$ cat src/rtl/macc_result_drain.sv
// macc_result_drain: sequences one MACC kernel (start -> taps -> pipeline
// latency), then samples the accumulator, requantizes it with
// round-half-up and saturation, and queues it in a small first-word-fall-
// through FIFO for the consumer.
// Optional feature: define MACC_DRAIN_RELU_EN to clamp negative results
// to zero before they are queued; timing and handshakes are unaffected.
module macc_result_drain #(
    parameter int SIZEIN     = 16,
    parameter int SIZEOUT    = 40,
    parameter int FRAC_SHIFT = 8,
    parameter int LATENCY    = 3,
    parameter int KLEN_W     = 10,
    parameter int FIFO_DEPTH = 4
) (
    input  logic                      clk,
    input  logic                      rst,
    input  logic                      start,
    input  logic [KLEN_W-1:0]         kernel_len,
    input  logic                      tap_valid,
    input  logic signed [SIZEOUT-1:0] accum_in,
    output logic signed [SIZEIN-1:0]  out_data,
    output logic                      out_valid,
    input  logic                      out_ready,
    output logic                      busy,
    output logic                      done,
    output logic                      overflow
);

    localparam int LAT_W = (LATENCY > 0) ? $clog2(LATENCY + 1) : 1;
    localparam int PTR_W = (FIFO_DEPTH > 1) ? $clog2(FIFO_DEPTH) : 1;
    localparam int CNT_W = $clog2(FIFO_DEPTH + 1);

    // Rounding constant 2^(FRAC_SHIFT-1) at the widened sum width.
    localparam logic signed [SIZEOUT:0] RND =
        {{SIZEOUT{1'b0}}, 1'b1} << (FRAC_SHIFT - 1);
    localparam logic signed [SIZEOUT:0] SAT_MAX =
        {{(SIZEOUT - SIZEIN + 2){1'b0}}, {(SIZEIN - 1){1'b1}}};
    localparam logic signed [SIZEOUT:0] SAT_MIN =
        {{(SIZEOUT - SIZEIN + 2){1'b1}}, {(SIZEIN - 1){1'b0}}};

    typedef enum logic [1:0] {
        IDLE,
        ACCUM,
        WAIT
    } state_t;

    state_t                   state;
    logic [KLEN_W-1:0]        klen;
    logic [KLEN_W-1:0]        tap_cnt;
    logic [LAT_W-1:0]         lat_cnt;

    logic signed [SIZEIN-1:0] mem [FIFO_DEPTH];
    logic [PTR_W-1:0]         wr_ptr;
    logic [PTR_W-1:0]         rd_ptr;
    logic [CNT_W-1:0]         count;

    logic                     capture;
    logic                     start_acc;
    logic                     full;
    logic                     pop;
    logic                     accept;
    logic                     drop;
    logic signed [SIZEIN-1:0] push_data;

    // Add the half-LSB at one extra bit so the largest accumulator cannot
    // wrap, then arithmetic-shift: this rounds halves toward +inf.
    function automatic logic signed [SIZEOUT:0] round_shift(
        input logic signed [SIZEOUT-1:0] a
    );
        logic signed [SIZEOUT:0] sum;
        sum = $signed({a[SIZEOUT-1], a}) + RND;
        return sum >>> FRAC_SHIFT;
    endfunction

    // Clamp the widened value into the signed output range.
    function automatic logic signed [SIZEIN-1:0] saturate(
        input logic signed [SIZEOUT:0] v
    );
        if (v > SAT_MAX) begin
            return SAT_MAX[SIZEIN-1:0];
        end else if (v < SAT_MIN) begin
            return SAT_MIN[SIZEIN-1:0];
        end else begin
            return v[SIZEIN-1:0];
        end
    endfunction

    // Optional rectification of the already-saturated result.
    function automatic logic signed [SIZEIN-1:0] relu(
        input logic signed [SIZEIN-1:0] v
    );
`ifdef MACC_DRAIN_RELU_EN
        return v[SIZEIN-1] ? '0 : v;
`else
        return v;
`endif
    endfunction

    // The latency counter counts LATENCY..0; the zero cycle is the one after
    // it held 1, so the final tap at edge T is followed by a sample at
    // edge T+LATENCY+1.
    assign capture   = (state == WAIT) && (lat_cnt == '0);
    assign start_acc = (state == IDLE) && start;
    assign push_data = relu(saturate(round_shift(accum_in)));

    assign out_valid = (count != '0);
    assign out_data  = out_valid ? mem[rd_ptr] : '0;
    assign busy      = (state != IDLE);

    assign full   = (count == CNT_W'(FIFO_DEPTH));
    assign pop    = out_valid && out_ready;
    assign accept = capture && (!full || pop);
    assign drop   = capture && full && !pop;

    // Kernel sequencer: latch length, count taps, wait out the MACC latency.
    always_ff @(posedge clk) begin
        if (rst) begin
            state   <= IDLE;
            klen    <= '0;
            tap_cnt <= '0;
            lat_cnt <= '0;
            done    <= 1'b0;
        end else begin
            done <= 1'b0;
            case (state)
                IDLE: begin
                    if (start) begin
                        klen    <= (kernel_len == '0) ? KLEN_W'(1) : kernel_len;
                        tap_cnt <= '0;
                        state   <= ACCUM;
                    end
                end
                ACCUM: begin
                    if (tap_valid) begin
                        tap_cnt <= tap_cnt + KLEN_W'(1);
                        if ((tap_cnt + KLEN_W'(1)) == klen) begin
                            lat_cnt <= LAT_W'(LATENCY);
                            state   <= WAIT;
                        end
                    end
                end
                WAIT: begin
                    if (lat_cnt == '0) begin
                        done  <= 1'b1;
                        state <= IDLE;
                    end else begin
                        lat_cnt <= lat_cnt - LAT_W'(1);
                    end
                end
                default: state <= IDLE;
            endcase
        end
    end

    // FIFO control: pointers, occupancy and the sticky overflow flag. A push
    // into a full FIFO is still taken when the head is popped the same cycle.
    always_ff @(posedge clk) begin
        if (rst) begin
            wr_ptr   <= '0;
            rd_ptr   <= '0;
            count    <= '0;
            overflow <= 1'b0;
        end else begin
            if (accept) begin
                wr_ptr <= wr_ptr + PTR_W'(1);
            end
            if (pop) begin
                rd_ptr <= rd_ptr + PTR_W'(1);
            end
            case ({accept, pop})
                2'b10:   count <= count + CNT_W'(1);
                2'b01:   count <= count - CNT_W'(1);
                default: count <= count;
            endcase
            if (start_acc) begin
                overflow <= 1'b0;
            end else if (drop) begin
                overflow <= 1'b1;
            end
        end
    end

    // FIFO storage: data only, no reset needed.
    always_ff @(posedge clk) begin
        if (!rst && accept) begin
            mem[wr_ptr] <= push_data;
        end
    end

endmodule

$ cat config.mk
export PLATFORM = sky130hd
export DESIGN_NAME = macc_result_drain
export DESIGN_NICKNAME = d
export VERILOG_FILES = /design/src/rtl/macc_result_drain.sv
export SDC_FILE = /design/constraint.sdc
export NUM_CORES = 1
export LEC_CHECK = 0
export ABC_CLOCK_PERIOD_IN_PS = 6850
export BUFFER_PORTS_ARGS = -buffer_cell sky130_fd_sc_hd__buf_2
export CORE_UTILIZATION = 45
export CTS_BUF_LIST = sky130_fd_sc_hd__clkbuf_4
export CTS_CLUSTER_SIZE = 20
export DETAILED_ROUTE_END_ITERATION = 16
export PLACE_DENSITY = 0.65
export SYNTH_ARGS = -nofsm -noshare
export SYNTH_HDL_FRONTEND = slang
export SYNTH_SLANG_ARGS = --single-unit
$ cat constraint.sdc
create_clock -name clk -period 6.85 [get_ports clk]
set_input_delay 1.37 -clock clk [delete_from_list [all_inputs] [get_ports clk]]
set_output_delay 1.37 -clock clk [all_outputs]
set_load 0.01 [all_outputs]
# Word-level counts from Yosys, hierarchy flattened
# Memories as Yosys holds them, arrays and structs flattened. A register that Yosys moved wholly into a read port is not among the register bits.
# Index checks and enable logic that the tools add are counted.
# W data, S select, Z words.
# word_totals
rom_bits	0
out_inout_bits	20
input_bits	55
ram_bits	64
elab_cells	78
regBits	33
n_memories	1
latch_bits	0
# classes
n_shift	0
div_mod_pow	0
n_reduce_logical	25
mux	22
add_sub_neg	7
bitwise	1
n_mul	0
n_eq_ne	11
n_lt_le_gt_ge	2
# memory_table
memory	words	word_bits	rd	rd_ports_with_merged_regs	wr	line_no	text
mem	4	16	1	1	1	52	logic signed [SIZEIN-1:0] mem [FIFO_DEPTH];
# ops
cell	n
$mux W16	3
$add A40 B9 Y41 const B	1
$gt A33 B16 Y1 const B	1
$lt A33 B16 Y1 const B	1
$mux W10	3
$pmux W10 S2	1
$mux W2	9
$add A10 B1 Y10 const B	1
$eq A10 B10 Y1	1
$logic_not A10 Y1	1
$ne A2 B2 Y1 const B	4
$reduce_and A4 Y1	2
$reduce_bool A2 Y1	4
$logic_and A1 B1 Y1	7
$pmux W2 S3	1
$pmux W3 S2	1
$add A2 B1 Y2 const B	2
$eq A2 B1 Y1 const B	2
$eq A2 B2 Y1 const B	2
$logic_not A2 Y1	2
$pmux W2 S2	1
$reduce_or A2 Y1	2
$add A3 B1 Y3 const B	1
$eq A3 B3 Y1 const B	1
10 further kinds	14

# Logic depth before layout (Yosys ltp)
# depth
depth_word	7
depth_mapped	10
ltp_nobuf	9

# Worst setup path before layout
# No wires, ideal clock.
# synth_timing
path_kind	input port to flip-flop
start	in accum_in[7]
end	mem mem[0][7], data pin
setup_time_ps	272
path_slack_ps	3371
path_buffers	1
required_ps	6578
stages	10
t_arrival_ps	3206
cell_sequence	ha_1 nand2_1 nor3_4 nand4_1 mux2_1 o22ai_1 nand4b_1 o31ai_4 buf_6 o21ai_1
# synth_between
elab_chain_cells	4
elab_cells_between_ends	5
cone_classes	add/sub (1); order compare (2); mux (2)
# synth_rtl
item	line_no	text
start, declared	20	input logic signed [SIZEOUT-1:0] accum_in,
$add A40 B9 Y41 (*)	71	sum = $signed({a[SIZEOUT-1], a}) + RND;
$lt A33 B16 Y1	81	end else if (v < SAT_MIN) begin
$mux W16	81	
$mux W16 (*)	79	if (v > SAT_MAX) begin
named net push_data[7]	63	logic signed [SIZEIN-1:0] push_data;
end, declared	52	
# The timed path passes the listed nets; every way through them passes the cells marked *.

# Worst setup path after layout
# layout_timing
start	in accum_in[7]
end	mem mem[2][2], data pin
# The elaborated chain is that of the path after synthesis.

==> reports/metrics.yaml <==
global_routing:
  groute.usage.overall_pct: 19.4
  grt_antenna_before_repair: 1
  globalRouteOverflowTotal: 0
  pin_count_of_the_biggest_net_entering_global_routing: 36
  number_of_global_route_vias_before_repair: 3711
  wire_length_of_the_first_global_routing_pass_um: 17300
place:
  dpl_worst_slack_ns: 2.32
  hpwl_um: 7670
  place_inst: 658
  placement.io_buffers: 67
  placed_instance_area_um2: 5560
  place_congestion: 0.872
synthesis:
  synth_simple_gate_area_share_pct: 19.4
  synth_compound_gate_area_share_pct: 10.5
  postSynthRegisterBits: 99
  postSynth.topFlopCell: "edfxtp_1"
  synth_fa_ha_area_share_pct: 2.10
  postSynth.asyncResetShare_pct: 0
  yosys.area_share.xor_xnor_pct: 6.46
  syn_nets: 533
  synthMuxAreaShare_pct: 7.62
  synth_largest_area_cell: "edfxtp_1"
  post_synth.cell_area_avg_um2: 10.9
  synth-warning-count: 0
  synth-edff-count: 64
  share_of_synthesized_area_occupied_by_flip_flops_and_latches_pct: 51.1
  yosysUniqueCellTypes: 57
  top_cells_by_area_in_the_synthesized_netlist: "edfxtp_1 (37%), dfxtp_1 (14%), mux4_2 (7.0%)"
  synth_area_um2: 5140
  post_synth_inst_count: 470
  main_combinational_cell_family_by_area_after_synthesis: "simple AND/OR/NAND/NOR gates"
  synth_top_area_share_pct: 37.4
floorplanning:
  top_level_ports: 75
  chipHeight_um: 109
  chipWidth_um: 109
  rows: 38
  core_area_um2: 11000
  die-area_um2: 11800
  floorplan.initialDensity_pct: 46.8
sta:
  setup_skew_after_layout_ns: 0.0173
  final_hold_viol_count: 0
  post-route-worst-setup-slack_ns: 2.84
  period_share_pct: 58.6
  tightestPinTransition_ns: 0.902
  timing.final.setup_violations: 0
  fin_tns_setup_ns: 0
  rsz0062_at_grt: "no"
  worst_slew_margin_rel_pct: 39.9
  fin_hold_ws_ns: 0.483
  maxSlewViolCount: 0
  clock.fmax_ghz: 0.249
  period_needed_ns: 4.01
setup_path:
  cp_max_fo: 15
  r2r_cells: 5
  setup.worst_path.class: "input pin to flop"
  required_time_reported_for_the_critical_path_endpoint_ns: 6.98
  critPathArrivalTime_ns: 4.14
  cp-end-kind: "flop"
  critPathLaunchType: "input pin"
pwr:
  report.power.total_mw: 1.11
  static-leakage-power_nw: 2.00
  p_per_area_nw_per_um2: 194
  irDropWorstVdd_uv: 102
min_path:
  worst_hold_path_class: "flop to flop"
  count_of_cells_along_the_worst_hold_path: 2
cts:
  clock_tree.htree_level_count: 3
  clkSinkCount: 99
  maximum_count_of_clock_buffers_along_a_single_path: 2
  cts_buffers: 9
  clk_root_buffer_cell: "clkbuf_4"
  cts_tree: "yes"
  post-cts-setup-buffers: 0
  cts.repair.resized: 0
  post_cts_hold_buffer_count: 0
  cts.clk_slew.worst_paths_ns: 0.15
  worst_skew_pair.late_latency_ns: 0.46
outcome:
  outcome: "finished clean"
final_layout:
  flow.area_growth_from_synthesis_pct: 11.9
  layout.cells.most_common: "buf_2"
  instances_no_fill: 675
  drive_above_1_share_pct: 22.5
  layout.nets: 592
  layout.cell_area.non_filler_um2: 5750
  fin_util_pct: 52.3
  final_cell_mix: "buf_2 (67), edfxtp_1 (64), nor2_1 (45)"
routing:
  route.layer.met1.wl_um: 4820
  top_layer_used: "met4"
  route.detailed.drc: 0
  drt_first_iter_violations: 260
  detail_route.vias_per_cell: 5.60
  met2_wirelength_um: 5180
  detail_route.wirelength_um: 10600
  drt.antenna.violating_nets: 0
  detail_route.wl_per_cell_um: 15.7
  total_iterations_of_the_first_detailed_routing_run: 4
  routed-via-count: 3780
  dr_wl_met3_um: 380
run:
  reported_max_cap_violation_count: 0
==> logic make-up (layout without fill, tap and decap cells) <==
group           Yosys count  count (layout)
other cells               0               1
fa+ha+maj                 8               8
compound gates           81              81
mux                      19              19
buf+inv                  35              99
xor+xnor                 37              37
flops                    99              99
simple gates            191             191
==> worst max-delay path, stage by stage <==
cell	delay, ns
buf_2	0.12
ha_1	0.23
nand2_1	0.16
nor3_4	0.31
nand4_1	0.18
mux2_1	0.35
o22ai_1	0.18
nand4b_1	0.18
o31ai_4	0.68
o21ai_0	0.37
==> path summary, 6_finish.rpt <==
kind / start / endpoint / slack, ns
max reg2reg: lat_cnt[0] / mem[0][7] / 4.23
min reg2reg: klen[3] / klen[3] / 0.48
max: accum_in[7] / mem[2][2] / 2.84
min: klen[3] / klen[3] / 0.48
==> where the power goes <==
group          total, mW  switching [mW]  internal [mW]
clock network      0.373           0.189          0.184
logic             0.0952          0.0600         0.0352
registers          0.646         0.00458          0.641
==> layout make-up <==
type	count	area, µm²
antenna	1	2.50
clock buffer	9	67.6
clock inverter	7	116
fill	989	5230
inverter	15	56.3
multi-input combinational	336	2370
sequential	99	2620
tap	140	175
timing repair buffer	68	343
==> sequential cells by signal (all words and copies together) (netlist names), named ones only <==
signal and cells:
klen 10, lat_cnt 2, state 2, overflow 1, done 1, mem 64
wr_ptr 2, rd_ptr 2, count 3, tap_cnt 10
==> routing by layer <==
| metal | vias to the layer above | global-route usage, % |
|---|---|---|
| met1 | 1824 | 24.2 |
| li1 | 1845 | - |
| met2 | 91 | 32.4 |
| met5 | - | 0 |
| met3 | 20 | 3.11 |
| met4 | 0 | 10.2 |
==> cells in the mapped netlist (7+ instances only) <==
cell type   n
o21ai_0    20
nor4_1      7
o21ai_2     8
edfxtp_1   64
a21oi_1    23
nand3_1    21
ha_1        7
and2_1     24
xor2_1     12
xnor2_1    24
clkbuf_1   15
nand4_1    12
nor2_1     45
mux4_2     16
inv_1      15
dfxtp_1    35
nor3_1     13
nand2_1    41
No activity file was read; power rests on OpenSTA's default activity.
